File: config.mk
export PLATFORM = sky130hd
export DESIGN_NAME = keypad_entry
export DESIGN_NICKNAME = d
export VERILOG_FILES = /design/src/rtl/keypad_entry.sv
export SDC_FILE = /design/constraint.sdc
export NUM_CORES = 1
export LEC_CHECK = 0
export CORE_MARGIN = 2
export CORE_UTILIZATION = 40
export CTS_CLUSTER_DIAMETER = 40
export DETAILED_ROUTE_END_ITERATION = 10
export GPL_ROUTABILITY_DRIVEN = 0
export PLACE_DENSITY_LB_ADDON = 0.05
export RECOVER_POWER = 50
export SLEW_MARGIN = 20
export SYNTH_ARGS = -nofsm -noshare
export SYNTH_HDL_FRONTEND = slang
export SYNTH_SLANG_ARGS = --single-unit
File: constraint.sdc
create_clock -name clk -period 9.95 [get_ports clk]
set_input_delay 1.99 -clock clk [delete_from_list [all_inputs] [get_ports clk]]
set_output_delay 1.99 -clock clk [all_outputs]
set_load 0.05 [all_outputs]
File: src/rtl/keypad_entry.sv
// rtl/keypad_entry.sv - debounced keypad front end: PIN digit forwarding and BCD amount entry with conversion
module keypad_entry #(
    parameter int DEBOUNCE   = 4,
    parameter int MAX_DIGITS = 9
) (
    input  logic        clk,
    input  logic        rst,
    input  logic        key_down_i,
    input  logic [3:0]  key_code_i,
    input  logic        mode_i,
    output logic [3:0]  digito_o,
    output logic        digito_stb_o,
    output logic [31:0] monto_o,
    output logic        monto_stb_o,
    output logic [3:0]  digit_count_o,
    output logic        busy_o,
    output logic        entry_error_o
);
    localparam int         BW        = 4 * MAX_DIGITS;
    localparam logic [3:0] KEY_CLEAR = 4'hA;
    localparam logic [3:0] KEY_BACK  = 4'hB;
    localparam logic [3:0] KEY_ENTER = 4'hC;
    localparam logic [3:0] MAX_CNT   = 4'(MAX_DIGITS);
    localparam logic [4:0] DEB_CNT   = 5'(DEBOUNCE);

    typedef enum logic [1:0] {DB_IDLE, DB_CHECK, DB_HELD} db_state_t;
    typedef enum logic {ST_COLLECT, ST_CONVERT} st_t;

    db_state_t       db_state_q, db_state_d;
    logic [3:0]      db_code_q, db_code_d;
    logic [3:0]      db_cnt_q, db_cnt_d;
    logic            accept;

    st_t             st_q, st_d;
    logic [BW-1:0]   buf_q, buf_d;
    logic [3:0]      count_q, count_d;
    logic [31:0]     acc_q, acc_d;
    logic [3:0]      conv_idx_q, conv_idx_d;
    logic            mode_prev_q;
    logic [3:0]      digito_q, digito_d;
    logic            digito_stb_q, digito_stb_d;
    logic [31:0]     monto_q, monto_d;
    logic            monto_stb_q, monto_stb_d;
    logic            err_q, err_d;
    logic [3:0]      digit_sel;
    logic [31:0]     acc_next;

    always_ff @(posedge clk) begin
        if (rst) begin
            db_state_q   <= DB_IDLE;
            db_code_q    <= '0;
            db_cnt_q     <= '0;
            st_q         <= ST_COLLECT;
            buf_q        <= '0;
            count_q      <= '0;
            acc_q        <= '0;
            conv_idx_q   <= '0;
            mode_prev_q  <= 1'b0;
            digito_q     <= '0;
            digito_stb_q <= 1'b0;
            monto_q      <= '0;
            monto_stb_q  <= 1'b0;
            err_q        <= 1'b0;
        end else begin
            db_state_q   <= db_state_d;
            db_code_q    <= db_code_d;
            db_cnt_q     <= db_cnt_d;
            st_q         <= st_d;
            buf_q        <= buf_d;
            count_q      <= count_d;
            acc_q        <= acc_d;
            conv_idx_q   <= conv_idx_d;
            mode_prev_q  <= mode_i;
            digito_q     <= digito_d;
            digito_stb_q <= digito_stb_d;
            monto_q      <= monto_d;
            monto_stb_q  <= monto_stb_d;
            err_q        <= err_d;
        end
    end

    // accept is combinational so the consequences land on the same edge as the DEBOUNCE-th sample
    always_comb begin
        db_state_d = db_state_q;
        db_code_d  = db_code_q;
        db_cnt_d   = db_cnt_q;
        accept     = 1'b0;
        case (db_state_q)
            DB_IDLE: begin
                if (key_down_i) begin
                    db_code_d = key_code_i;
                    db_cnt_d  = 4'd1;
                    if (DEBOUNCE == 1) begin
                        accept     = 1'b1;
                        db_state_d = DB_HELD;
                    end else begin
                        db_state_d = DB_CHECK;
                    end
                end
            end
            DB_CHECK: begin
                if (!key_down_i) begin
                    db_state_d = DB_IDLE;
                end else if (key_code_i != db_code_q) begin
                    db_code_d = key_code_i;
                    db_cnt_d  = 4'd1;
                end else if ({1'b0, db_cnt_q} + 5'd1 == DEB_CNT) begin
                    accept     = 1'b1;
                    db_state_d = DB_HELD;
                end else begin
                    db_cnt_d = db_cnt_q + 4'd1;
                end
            end
            default: begin
                if (!key_down_i) db_state_d = DB_IDLE;
            end
        endcase
    end

    // conv_idx counts remaining digits; digit at position conv_idx-1 is the next most significant
    always_comb begin
        digit_sel = '0;
        for (int i = 0; i < MAX_DIGITS; i++) begin
            if (conv_idx_q == 4'(i + 1)) digit_sel = buf_q[4*i +: 4];
        end
        acc_next = acc_q * 32'd10 + {28'd0, digit_sel};
    end

    always_comb begin
        st_d         = st_q;
        buf_d        = buf_q;
        count_d      = count_q;
        acc_d        = acc_q;
        conv_idx_d   = conv_idx_q;
        digito_d     = digito_q;
        digito_stb_d = 1'b0;
        monto_d      = monto_q;
        monto_stb_d  = 1'b0;
        err_d        = 1'b0;
        case (st_q)
            ST_COLLECT: begin
                // clearing first lets a key accepted on the mode-change cycle act on an empty buffer
                if (mode_i != mode_prev_q) begin
                    buf_d   = '0;
                    count_d = '0;
                end
                if (accept) begin
                    if (!mode_i) begin
                        if (key_code_i <= 4'd9) begin
                            digito_d     = key_code_i;
                            digito_stb_d = 1'b1;
                        end
                    end else if (key_code_i <= 4'd9) begin
                        if (count_d == MAX_CNT) begin
                            err_d = 1'b1;
                        end else begin
                            buf_d   = (buf_d << 4) | BW'(key_code_i);
                            count_d = count_d + 4'd1;
                        end
                    end else if (key_code_i == KEY_CLEAR) begin
                        buf_d   = '0;
                        count_d = '0;
                    end else if (key_code_i == KEY_BACK) begin
                        if (count_d != 4'd0) begin
                            buf_d   = buf_d >> 4;
                            count_d = count_d - 4'd1;
                        end
                    end else if (key_code_i == KEY_ENTER) begin
                        if (count_d == 4'd0) begin
                            err_d = 1'b1;
                        end else begin
                            st_d       = ST_CONVERT;
                            acc_d      = '0;
                            conv_idx_d = count_d;
                        end
                    end
                end
            end
            default: begin
                if (accept) err_d = 1'b1;
                if (conv_idx_q == 4'd1) begin
                    monto_d     = acc_next;
                    monto_stb_d = 1'b1;
                    buf_d       = '0;
                    count_d     = '0;
                    st_d        = ST_COLLECT;
                end else begin
                    acc_d      = acc_next;
                    conv_idx_d = conv_idx_q - 4'd1;
                end
            end
        endcase
    end

    assign digito_o      = digito_q;
    assign digito_stb_o  = digito_stb_q;
    assign monto_o       = monto_q;
    assign monto_stb_o   = monto_stb_q;
    assign digit_count_o = count_q;
    assign busy_o        = (st_q == ST_CONVERT);
    assign entry_error_o = err_q;

endmodule

Word-level counts from Yosys, hierarchy flattened
Cells that the tools add are included.
{ "totals": {"regBits": 127, "input_bits": 8, "elab_cells": 160} }
{ "op_classes": {"n_addsub": 6, "multipliers": 1, "order_cmp": 1, "n_eq_ne": 30, "muxes": 89, "bitwise_logic": 4, "reduce_logical": 15} }
{ "op_table": {"columns": ["op", "count"], "rows": [
  ["$mux W36", 11],
  ["$mux W32", 9],
  ["$mux W4", 36],
  ["$or A36 B4 Y36", 1],
  ["$add A32 B4 Y32", 1],
  ["$mul A32 B3 Y31 const B", 1],
  ["$mux W1", 25],
  ["$eq A4 B4 Y1 const B", 6],
  ["$eq A4 B3 Y1 const B", 4],
  ["$ne A2 B2 Y1 const B", 8],
  ["$pmux W4 S2", 2],
  ["$reduce_and A4 Y1", 4],
  ["$mux W2", 5],
  ["$ne A3 B3 Y1 const B", 3],
  ["$add A4 B1 Y4 const B", 2],
  ["$eq A4 B2 Y1 const B", 2],
  ["$reduce_and A8 Y1", 1],
  ["$reduce_bool A2 Y1", 4],
  ["$sub A4 B1 Y4 const B", 2],
  ["$add A4 B1 Y5 const B", 1],
  ["$eq A5 B3 Y1 const B", 1],
  ["$eq A4 B1 Y1 const B", 1],
  ["$le A4 B4 Y1 const B", 1],
  ["$logic_not A4 Y1", 1],
  ["12 further kinds", 14]
]} }

Logic depth before layout (Yosys ltp)
Gate-level depths: netlist (run 1).
{ "logic_depth": {"ltp_word": 13, "mapped_depth": 24} }

Worst setup path before layout (run 1)
No wires, ideal clock.
{ "synth_timing": {"path_type": "in2reg", "startpoint": "in mode_i", "endpoint": "reg buf_q[33]", "arrival_time_ns": 4.346, "slack_ns": 5.539, "path_stages": 14, "path_cell_list": "clkbuf_1 -> xnor2_1 -> nand2_1 -> inv_1 -> ha_1 -> nand4b_1 -> nand2b_1 -> a21oi_1 -> o21ai_0 -> nand2_1 -> nand2_1 -> clkbuf_1 -> a22oi_1 -> nor2_1"} }
{ "synth_via": {"elab_chain_len": 11, "elab_cells_between_ends": 16, "cone_classes": "eq/ne: 2; mux: 12; bitwise: 1; reduce/logical: 1"} }
{ "synth_rtl": {"columns": ["element", "line", "text"], "rows": [
  ["from (decl)", "10", "input logic mode_i,"],
  ["$ne A1 B1 Y1", "143", "if (mode_i != mode_prev_q) begin"],
  ["$mux W4", "143", null],
  ["$mux W4", "140", "case (st_q)"],
  ["$reduce_bool A4 Y1", "164", "if (count_d != 4'd0) begin"],
  ["$mux W36", "164", null],
  ["$mux W36", "163", "end else if (key_code_i == KEY_BACK) begin"],
  ["$mux W36", "160", "end else if (key_code_i == KEY_CLEAR) begin"],
  ["$mux W36", "153", "end else if (key_code_i <= 4'd9) begin"],
  ["$mux W36", "148", "if (!mode_i) begin"],
  ["$mux W36 (*)", "147", "if (accept) begin"],
  ["$mux W36 (*)", "140", null],
  ["to (signal assigned)", "69", "buf_q <= buf_d;"],
  ["to (decl)", "35", "logic [BW-1:0] buf_q, buf_d;"]
]} }
Mark *: on every way between the ends. The rest lies on a longest branch, timed or not. The select of a mux whose other input is x is not followed.
A chain may end at the register's enable or synchronous reset.

==> results of run 1 <==
cells in the mapped netlist, drive strengths merged (11+ instances only):
library cell	n
a211oi	29
o21ai	40
a21oi	110
xor2	23
nand3	21
a21o	13
and3	11
nand2	79
a22oi	41
dfxtp	126
nor2	194
o21a	14
nand4	14
inv	19
ha	66
xnor2	27
buf	12
clkbuf	57
nand2b	12
nor3	18
a31oi	12
power by group:
part	leakage (nW)	internal, mW	switching, mW
Clock	0.300	0.440	0.232
Combinational	2.48	0.00860	0.0255
Sequential	1.02	0.506	0.00130
Total	3.80	0.955	0.258
how the worst max path moves through the flow:
stage,endpoint,cells past startpoint
finish,acc_q[28],5
global route,acc_q[28],5
CTS,digit_count_o[1],12
detailed placement,digit_count_o[1],12
global placement,digit_count_o[1],12
floorplan,buf_q[33],14
critical path, cell delays in order:
cell	delay, ns
clkbuf_1	2.13
clkbuf_1	2.06
nor2_1	0.47
o311a_1	0.29
a221o_1	0.26
sequential cells by signal, indices dropped and copies added (netlist names), 4 cells and up:
name / cells
acc_q: 31
conv_idx_q: 4
digit_count_o: 4
monto_o: 32
db_cnt_q: 4
digito_o: 4
buf_q: 36
db_code_q: 4
final cells by class:
cell class | instances | area, µm² | area share, %
clock inverters | 9 | 156 | 1.60
well taps | 275 | 344 | 3.52
flip-flops and latches | 126 | 2520 | 25.8
multi-input cells | 869 | 5630 | 57.7
inverters | 19 | 71.3 | 0.730
repair buffers | 59 | 561 | 5.74
clock buffers | 23 | 478 | 4.89
cell families (layout without fill, tap and decap cells):
family,count (synthesis),count (layout),synth area share (%)
xor+xnor,50,50,5.41
flops,126,126,29.4
fa+ha+maj,68,68,10.1
buf+inv,89,110,5.25
simple gates,410,410,22.4
compound gates,333,333,26.4
mux,8,8,1.08
cell usage in the layout (no fill, tap or decap), types with 6 or more instances in the layout:
cell type      Yosys  layout
inv_1             19      19
a21o_1            12      12
dlygate4sd3_1      0      47
a31oi_1           12      11
nor4_1             6       6
a211oi_1          29      29
xnor2_1           25      25
mux2i_1            7       7
o21ai_0           35      35
dfxtp_1          126     126
a2bb2oi_1          9       9
ha_1              66      66
nor2_1           194     193
nor3_1            18      18
and3_1            11      11
nand3_1           19      19
o21a_1            13      13
nand2b_1          12      12
buf_4              5       7
nand2_1           79      79
clkbuf_16          0      17
a21oi_1          108     108
xor2_1            23      23
a22oi_1           41      41
nand3b_1           9       9
nand4_1           12      12
nor2b_1            9       9
metal layers:
layer	vias up	global-route usage, %	part of all wire (%)	routed length, µm
li1	3966	-	-	-
met1	3685	30.6	51	12000
met2	165	32.5	43	10100
met3	16	3.73	4.1	965
met4	0	4.25	0.92	214
met5	-	0	0	0
==> results.json, run 1 <==
{
  "holdBufCountCts": 0,
  "portBuffers": 51,
  "synth_cell_types": 86,
  "final_nets": 1168,
  "pre_cts_slack_ns": 4.25,
  "synth_area_leaders": "dfxtp_1 29%, ha_1 9.6%, nor2_1 8.5%, a21oi_1 6.3%, a22oi_1 3.6%",
  "rsz0062_at_grt": "false",
  "fin_util_pct": 46.4,
  "dieArea_um2": 22600,
  "seq_area_frac_synth_pct": 29.4,
  "num_antenna_cells": 0,
  "hold_path.class": "register to register",
  "r2r_setup_slack_ns": 4.88,
  "yosysTopAreaCell": "dfxtp_1",
  "drc": 0,
  "synth_area_um2": 8580,
  "wl_per_cell_um": 16.9,
  "relSlewSlack_pct": -106,
  "async_reset_ff_share_pct": 0,
  "required_ns": 10.26,
  "area_growth_pct": 13.8,
  "status": "complete, but fails checks",
  "clockBufferDepth": 2,
  "fin_cells": 1380,
  "numPlacedInstances": 1348,
  "place_area_um2": 9140,
  "postSynthCellCount": 1084,
  "insertion_delay_ns": 0.42,
  "hold_start": "monto_o[5]",
  "cts_resized": 0,
  "antenna_found_initial": 0,
  "total_power_mw": 1.21,
  "grt_pass1_wl_mm": 38.1,
  "grt_pass1_vias": 7278,
  "end_kind": "register",
  "dieHeight_um": 150,
  "fin_crit_ns": 6.91,
  "die_w_um": 150,
  "start_util_pct": 40.8,
  "tns_ns": 0,
  "reg2reg_to": "monto_o[27]",
  "cts_root_buf": "clkbuf_16",
  "design_area_um2": 9760,
  "cp.arrival_ns": 7.22,
  "ys_seq_elements": 126,
  "path_clk_slew_ns": 0.06,
  "grt_max_degree": 68,
  "post_synth.cell_area_avg_um2": 7.92,
  "track_usage_pct": 21.0,
  "cts_sinks": 126,
  "drive_gt1_share_pct": 5.88,
  "p_leak_nw": 3.80,
  "drt_first_pass_iters": 5,
  "n_fill_cell": 2090,
  "whs_endpoint": "monto_o[5]",
  "setup_violations": 0,
  "cellPowerDensity_nw_per_um2": 124,
  "routed_via_density": 5.68,
  "core_um2": 21000,
  "worstRegToRegCells": 20,
  "hpwlAfterDp_mm": 16.5,
  "finalClockSkew_ns": 0.00927,
  "peakVddDrop_mv": 0.103,
  "drt_iter0_markers": 449,
  "worstSetupStartpointType": "input pin",
  "fin_hold_ws_ns": 0.455,
  "finalWorstSetupSlack_ns": 3.04,
  "critical_path.startpoint": "rst",
  "holdPathStages": 2,
  "grt_overflow": 0,
  "boundaryPins": 52,
  "cap_violations": 2,
  "cts_made_buffers": 17,
  "crit_fanout": 67,
  "synth_nets": 1160,
  "num_vias": 7832,
  "hold_viol": 0,
  "slew_viol_final": 130,
  "rows": 53,
  "cts_tree": "built",
  "finalWirelength_mm": 23.3,
  "worst_pin_slew_ns": 3.09,
  "h-tree-depth": 4,
  "max_freq_ghz": 0.145,
  "ys_warn_count": 0,
  "r2r_start": "conv_idx_q[0]",
  "cts_setup_buffers": 0,
  "critical_path_class": "input pin to register",
  "violations": "max-capacitance violations, max-slew violations",
  "finalCritPeriodShare_pct": 69.5,
  "netlist.area_leader.share_pct": 29.4,
  "synth-edff-count": 0,
  "synthFlopType": "dfxtp_1",
  "ant_nets": 0
}
Note: power is estimated with default switching activity, not from simulation.
==> inputs of run 2 (changes only) <==
- clock period: 9.95 -> 6.7 ns (I/O delays scaled with it)
==> run 2 against run 1 <==
  * The flow still finishes with violations (max-capacitance violations, max-slew violations)
  * Worst hold slack lost 0.0037 ns
  * Critical endpoint is now monto_o[31]
  * Highest routed layer unchanged
  * Via count shrank 0.87%
  * Clock power grew 25%
  * Power grew 36%
  * Utilization shrank 0.42 points
  * Setup slack lost 1.3 ns
  * Sequential power grew 48%
  * Global-route usage grew 0.28 points
  * Largest power group unchanged
  * Non-clock buffer count grew 1
  * First-iteration DRC count grew 6.2%
==> results.json, run 2 (same netlist as run 1, synthesis figures left out) <==
{
  "ant_nets": 0,
  "finalCritPeriodShare_pct": 74.6,
  "drt_iter0_markers": 477,
  "routed_via_density": 5.62,
  "rsz0062_at_grt": "false",
  "final_cell_mix": "193 x nor2_1, 126 x dfxtp_1, 108 x a21oi_1",
  "cts_setup_buffers": 0,
  "die_w_um": 150,
  "required_ns": 7.06,
  "clockBufferDepth": 2,
  "cts_root_buf": "clkbuf_16",
  "area_growth_pct": 12.8,
  "hold_path.class": "register to register",
  "p_leak_nw": 3.75,
  "rows": 53,
  "grt_pass1_wl_mm": 38.6,
  "grt_max_degree": 91,
  "core_um2": 21000,
  "worstRegToRegCells": 20,
  "crit_family": "simple AND/OR/NAND/NOR gates",
  "fin_crit_ns": 5.00,
  "track_usage_pct": 21.3,
  "insertion_delay_ns": 0.42,
  "worstSetupStartpointType": "register",
  "boundaryPins": 52,
  "num_antenna_cells": 0,
  "tns_ns": 0,
  "drive_gt1_share_pct": 6.15,
  "end_kind": "register",
  "critical_path_class": "register to register",
  "cp_slowest_cell": "or4_1",
  "relSlewSlack_pct": -176,
  "crit_buf_inv": 1,
  "r2r_start": "conv_idx_q[0]",
  "cap_violations": 1,
  "critical_path.startpoint": "conv_idx_q[0]",
  "crit_fanout": 16,
  "slew_viol_final": 91,
  "dieArea_um2": 22600,
  "status": "complete, but fails checks",
  "largest_register_ffs": 36,
  "holdPathStages": 2,
  "final_common_cell": "nor2_1",
  "cts_tree": "built",
  "design_area_um2": 9680,
  "violations": "max-capacitance violations, max-slew violations",
  "max_flop_register": "buf_q",
  "hold_start": "monto_o[3]",
  "cts_resized": 0,
  "h-tree-depth": 4,
  "grt_overflow": 0,
  "drc": 0,
  "start_util_pct": 40.8,
  "holdBufCountCts": 0,
  "path_clk_slew_ns": 0.06,
  "cts_made_buffers": 17,
  "worst_pin_slew_ns": 4.15,
  "finalWirelength_mm": 23.4,
  "final_nets": 1169,
  "max_freq_ghz": 0.200,
  "place_area_um2": 9140,
  "cts_sinks": 126,
  "antenna_found_initial": 0,
  "hold_viol": 0,
  "finalClockSkew_ns": 0.00950,
  "peakVddDrop_mv": 0.141,
  "hpwlAfterDp_mm": 16.3,
  "portBuffers": 51,
  "r2r_setup_slack_ns": 1.70,
  "setup_violations": 0,
  "cp_cell_sequence": "inv_1 > ha_1 > nand3b_1 > a21oi_1 > a21oi_1 > nor2_1 > a31oi_1 > nor2b_1 > a211o_1 > o21a_1 > fa_1 > nor2b_1 > o21ai_0 > or3_1 > nor3_1 > nand3_1 > nor2_1 > nand2_1 > or4_1 > nand3_1",
  "grt_pass1_vias": 7371,
  "num_vias": 7764,
  "reg2reg_to": "monto_o[31]",
  "cellPowerDensity_nw_per_um2": 170,
  "cp.arrival_ns": 5.35,
  "wl_per_cell_um": 16.9,
  "drt_first_pass_iters": 5,
  "whs_endpoint": "monto_o[3]",
  "slowest_delay_ns": 0.52,
  "dieHeight_um": 150
}
-- run 2: worst max-delay path by stage --
stage                     depth (start not counted)     endpoint
after floorplan                                  23  monto_o[31]
after global placement                           10    buf_q[30]
after detailed placement                         10    buf_q[14]
after CTS                                        20  monto_o[31]
after global routing                             20  monto_o[31]
final                                            20  monto_o[31]
-- run 2: worst register-to-register path: stages (launching register included) --
cell and delay, ns:
dfxtp_1 0.44, inv_1 0.12, ha_1 0.42, nand3b_1 0.26, a21oi_1 0.15, a21oi_1 0.08
nor2_1 0.11, a31oi_1 0.06, nor2b_1 0.17, a211o_1 0.30, o21a_1 0.13, fa_1 0.44
nor2b_1 0.12, o21ai_0 0.11, or3_1 0.39, nor3_1 0.31, nand3_1 0.25, nor2_1 0.35
nand2_1 0.15, or4_1 0.52, nand3_1 0.08
-- run 2: power by group --
group / switching (mW) / internal (mW)
clock network: 0.362 / 0.480
registers: 0.00185 / 0.752
logic: 0.0378 / 0.0133
-- run 2: routing by layer --
layer | track usage (%) | vias to the layer above | wire length, µm
met2 | 32.1 | 131 | 10200
met4 | 5.42 | 0 | 312
li1 | - | 3959 | -
met5 | 0 | - | 0
met1 | 31.2 | 3649 | 12000
met3 | 3.82 | 25 | 871
-- run 2: through the flow --
stage	utilization [%]	instances	hold WS, ns	power, mW	setup WS, ns
after floorplan	-	1084	0.448	0.807	2.50
after detailed placement	43.5	1349	0.451	0.822	1.74
after global placement	43.5	1349	0.451	0.822	1.77
after CTS	46.0	1381	0.458	1.67	1.76
final	46.0	1381	0.452	1.65	1.70
after global routing	46.0	1381	0.488	1.71	1.22
-- run 2: area by class of cell --
cell class	count	area [µm²]
multi-input combinational	869	5630
inverter	19	71.3
timing repair buffer	60	572
clock buffer	18	439
tap	275	344
sequential	126	2520
fill	2138	11300
clock inverter	14	96.3
==> inputs of run 3 (changes only) <==
- clock period: 6.7 -> 4.3 ns (I/O delays scaled with it)
==> run 3 against run 2 <==
  * Power up 69%
  * Clock-buffer cell count up 6
  * Design area up 4.8%
  * Wire length up 4.2%
  * Fmax up 22%
  * Clock skew up 0.0023 ns
  * Cell count up 2.8%
  * The flow still finishes with violations (max-capacitance violations, max-slew violations)
  * Largest power group unchanged
  * Sequential power up 55%
  * Die area unchanged
  * Worst hold slack better by 0.0041 ns
  * Flip-flop and latch count unchanged
  * Critical path type unchanged
==> results.json, run 3 (same netlist as run 1, synthesis figures left out) <==
{
  "relSlewSlack_pct": -41.9,
  "finalClockSkew_ns": 0.0118,
  "setup_violations": 0,
  "holdBufCountCts": 0,
  "n_fill_cell": 2061,
  "design_area_um2": 10100,
  "cts_sinks": 126,
  "crit_fanout": 7,
  "wl_per_cell_um": 17.2,
  "max_flop_register": "buf_q",
  "hpwlAfterDp_mm": 17.4,
  "cp_cell_sequence": "ha_1 > ha_1 > inv_1 > fa_1 > and2b_1 > o2111a_1 > o21ai_0 > a211oi_1 > buf_4 > nand4_2 > or4_2 > o31ai_1 > a21o_1 > a21oi_1",
  "dieArea_um2": 22600,
  "cts_root_buf": "clkbuf_16",
  "cp_slowest_cell": "or4_2",
  "peakVddDrop_mv": 0.250,
  "die_w_um": 150,
  "worstSetupStartpointType": "register",
  "hold_path.class": "register to register",
  "h-tree-depth": 4,
  "holdPathStages": 2,
  "drt_iter0_markers": 521,
  "grt_max_degree": 82,
  "drc": 0,
  "critical_path_class": "register to register",
  "finalWirelength_mm": 24.3,
  "num_vias": 8007,
  "reg2reg_to": "acc_q[22]",
  "num_antenna_cells": 0,
  "hold_start": "monto_o[1]",
  "slowest_delay_ns": 0.65,
  "routed_via_density": 5.64,
  "drive_gt1_share_pct": 10.3,
  "finalCritPeriodShare_pct": 94.9,
  "grt_pass1_vias": 7316,
  "cts_tree": "built",
  "final_nets": 1208,
  "drt_first_pass_iters": 5,
  "portBuffers": 51,
  "place_area_um2": 9410,
  "dieHeight_um": 150,
  "crit_top_cell": "ha_1",
  "final_common_cell": "nor2_1",
  "core_um2": 21000,
  "violations": "max-capacitance violations, max-slew violations",
  "start_util_pct": 40.8,
  "status": "complete, but fails checks",
  "area_growth_pct": 18.2,
  "hold_viol": 0,
  "insertion_delay_ns": 0.42,
  "max_freq_ghz": 0.245,
  "cellPowerDensity_nw_per_um2": 274,
  "grt_pass1_wl_mm": 39.4,
  "largest_register_ffs": 36,
  "required_ns": 4.57,
  "r2r_start": "acc_q[1]",
  "p_leak_nw": 4.01,
  "r2r_setup_slack_ns": 0.22,
  "path_clk_slew_ns": 0.06,
  "end_kind": "register",
  "fin_cells": 1419,
  "whs_endpoint": "monto_o[1]",
  "cp.arrival_ns": 4.35,
  "worstRegToRegCells": 14,
  "final_cell_mix": "191 x nor2_1, 124 x dfxtp_1, 108 x a21oi_1",
  "cap_violations": 1,
  "slew_viol_final": 48,
  "numPlacedInstances": 1385,
  "track_usage_pct": 21.7,
  "worst_pin_slew_ns": 2.13,
  "boundaryPins": 52,
  "antenna_found_initial": 0,
  "grt_overflow": 0,
  "cts_made_buffers": 17,
  "rows": 53,
  "fin_crit_ns": 4.08,
  "ant_nets": 0,
  "clockBufferDepth": 2
}
run 3: changes by cell type in the layout (fill, tap and decap cells not counted), moves of 4 or more:
cell,before,now
buf_4,9,44
clkbuf_1,1,7
clkinvlp_4,6,0
bufinv_16,0,4
ha_1,66,62
run 3: worst max-delay path by stage:
stage | startpoint | to | cells after the start
final | acc_q[1] | acc_q[22] | 14
after global routing | conv_idx_q[0] | monto_o[19] | 24
after CTS | conv_idx_q[1] | monto_o[31] | 21
after detailed placement | conv_idx_q[0] | monto_o[31] | 20
after global placement | conv_idx_q[1] | monto_o[31] | 21
after floorplan | conv_idx_q[1] | monto_o[31] | 23
run 3: layout make-up:
class | instances | area [µm²] | area share (%)
well taps | 275 | 344 | 3.39
repair buffers | 99 | 860 | 8.48
multi-input cells | 869 | 5730 | 56.5
inverters | 19 | 71.3 | 0.703
clock inverters | 7 | 135 | 1.33
clock buffers | 24 | 472 | 4.65
flip-flops and latches | 126 | 2520 | 24.9
run 3: timing repair:
action | 4_1_cts | 5_1_grt
setup buffers | 0 | 3
pin swaps | 0 | 5
setup endpoints to repair | 7 | 35
resized for setup | 1 | 26
run 3: stage by stage:
step / total power [mW] / hold slack (ns) / utilization [%] / setup TNS [ns] / worst slack (ns)
global placement: 1.28 / 0.453 / 44.8 / 0 / 0.0447
detailed placement: 1.28 / 0.449 / 44.8 / -0.136 / -0.0615
floorplan: 1.26 / 0.448 / - / 0 / 0.103
finish: 2.78 / 0.456 / 48.2 / 0 / 0.218
CTS: 2.80 / 0.460 / 47.7 / 0 / 0.00175
global route: 2.86 / 0.481 / 48.2 / -0.222 / -0.0793
run 3: routing by layer:
layer	vias to the layer above	share of wire, %	global-route usage (%)
met5	-	0	0
met4	0	0.95	5.19
met3	17	3.2	3.45
met2	138	44	32.0
met1	3807	52	32.8
li1	4045	-	-
run 3: power by group:
| part | internal [mW] | leakage [nW] | switching (mW) |
|---|---|---|---|
| Clock | 0.995 | 0.298 | 0.526 |
| Sequential | 1.17 | 1.02 | 0.00287 |
| Combinational | 0.0229 | 2.70 | 0.0592 |
run 3: worst max-delay path, delay by kind of cell (launching register included):
family	cells	cell delay, ns
fa+ha+maj	3	0.88
simple gates	3	1.16
buf+inv	2	0.25
flops	1	0.34
compound gates	6	1.31
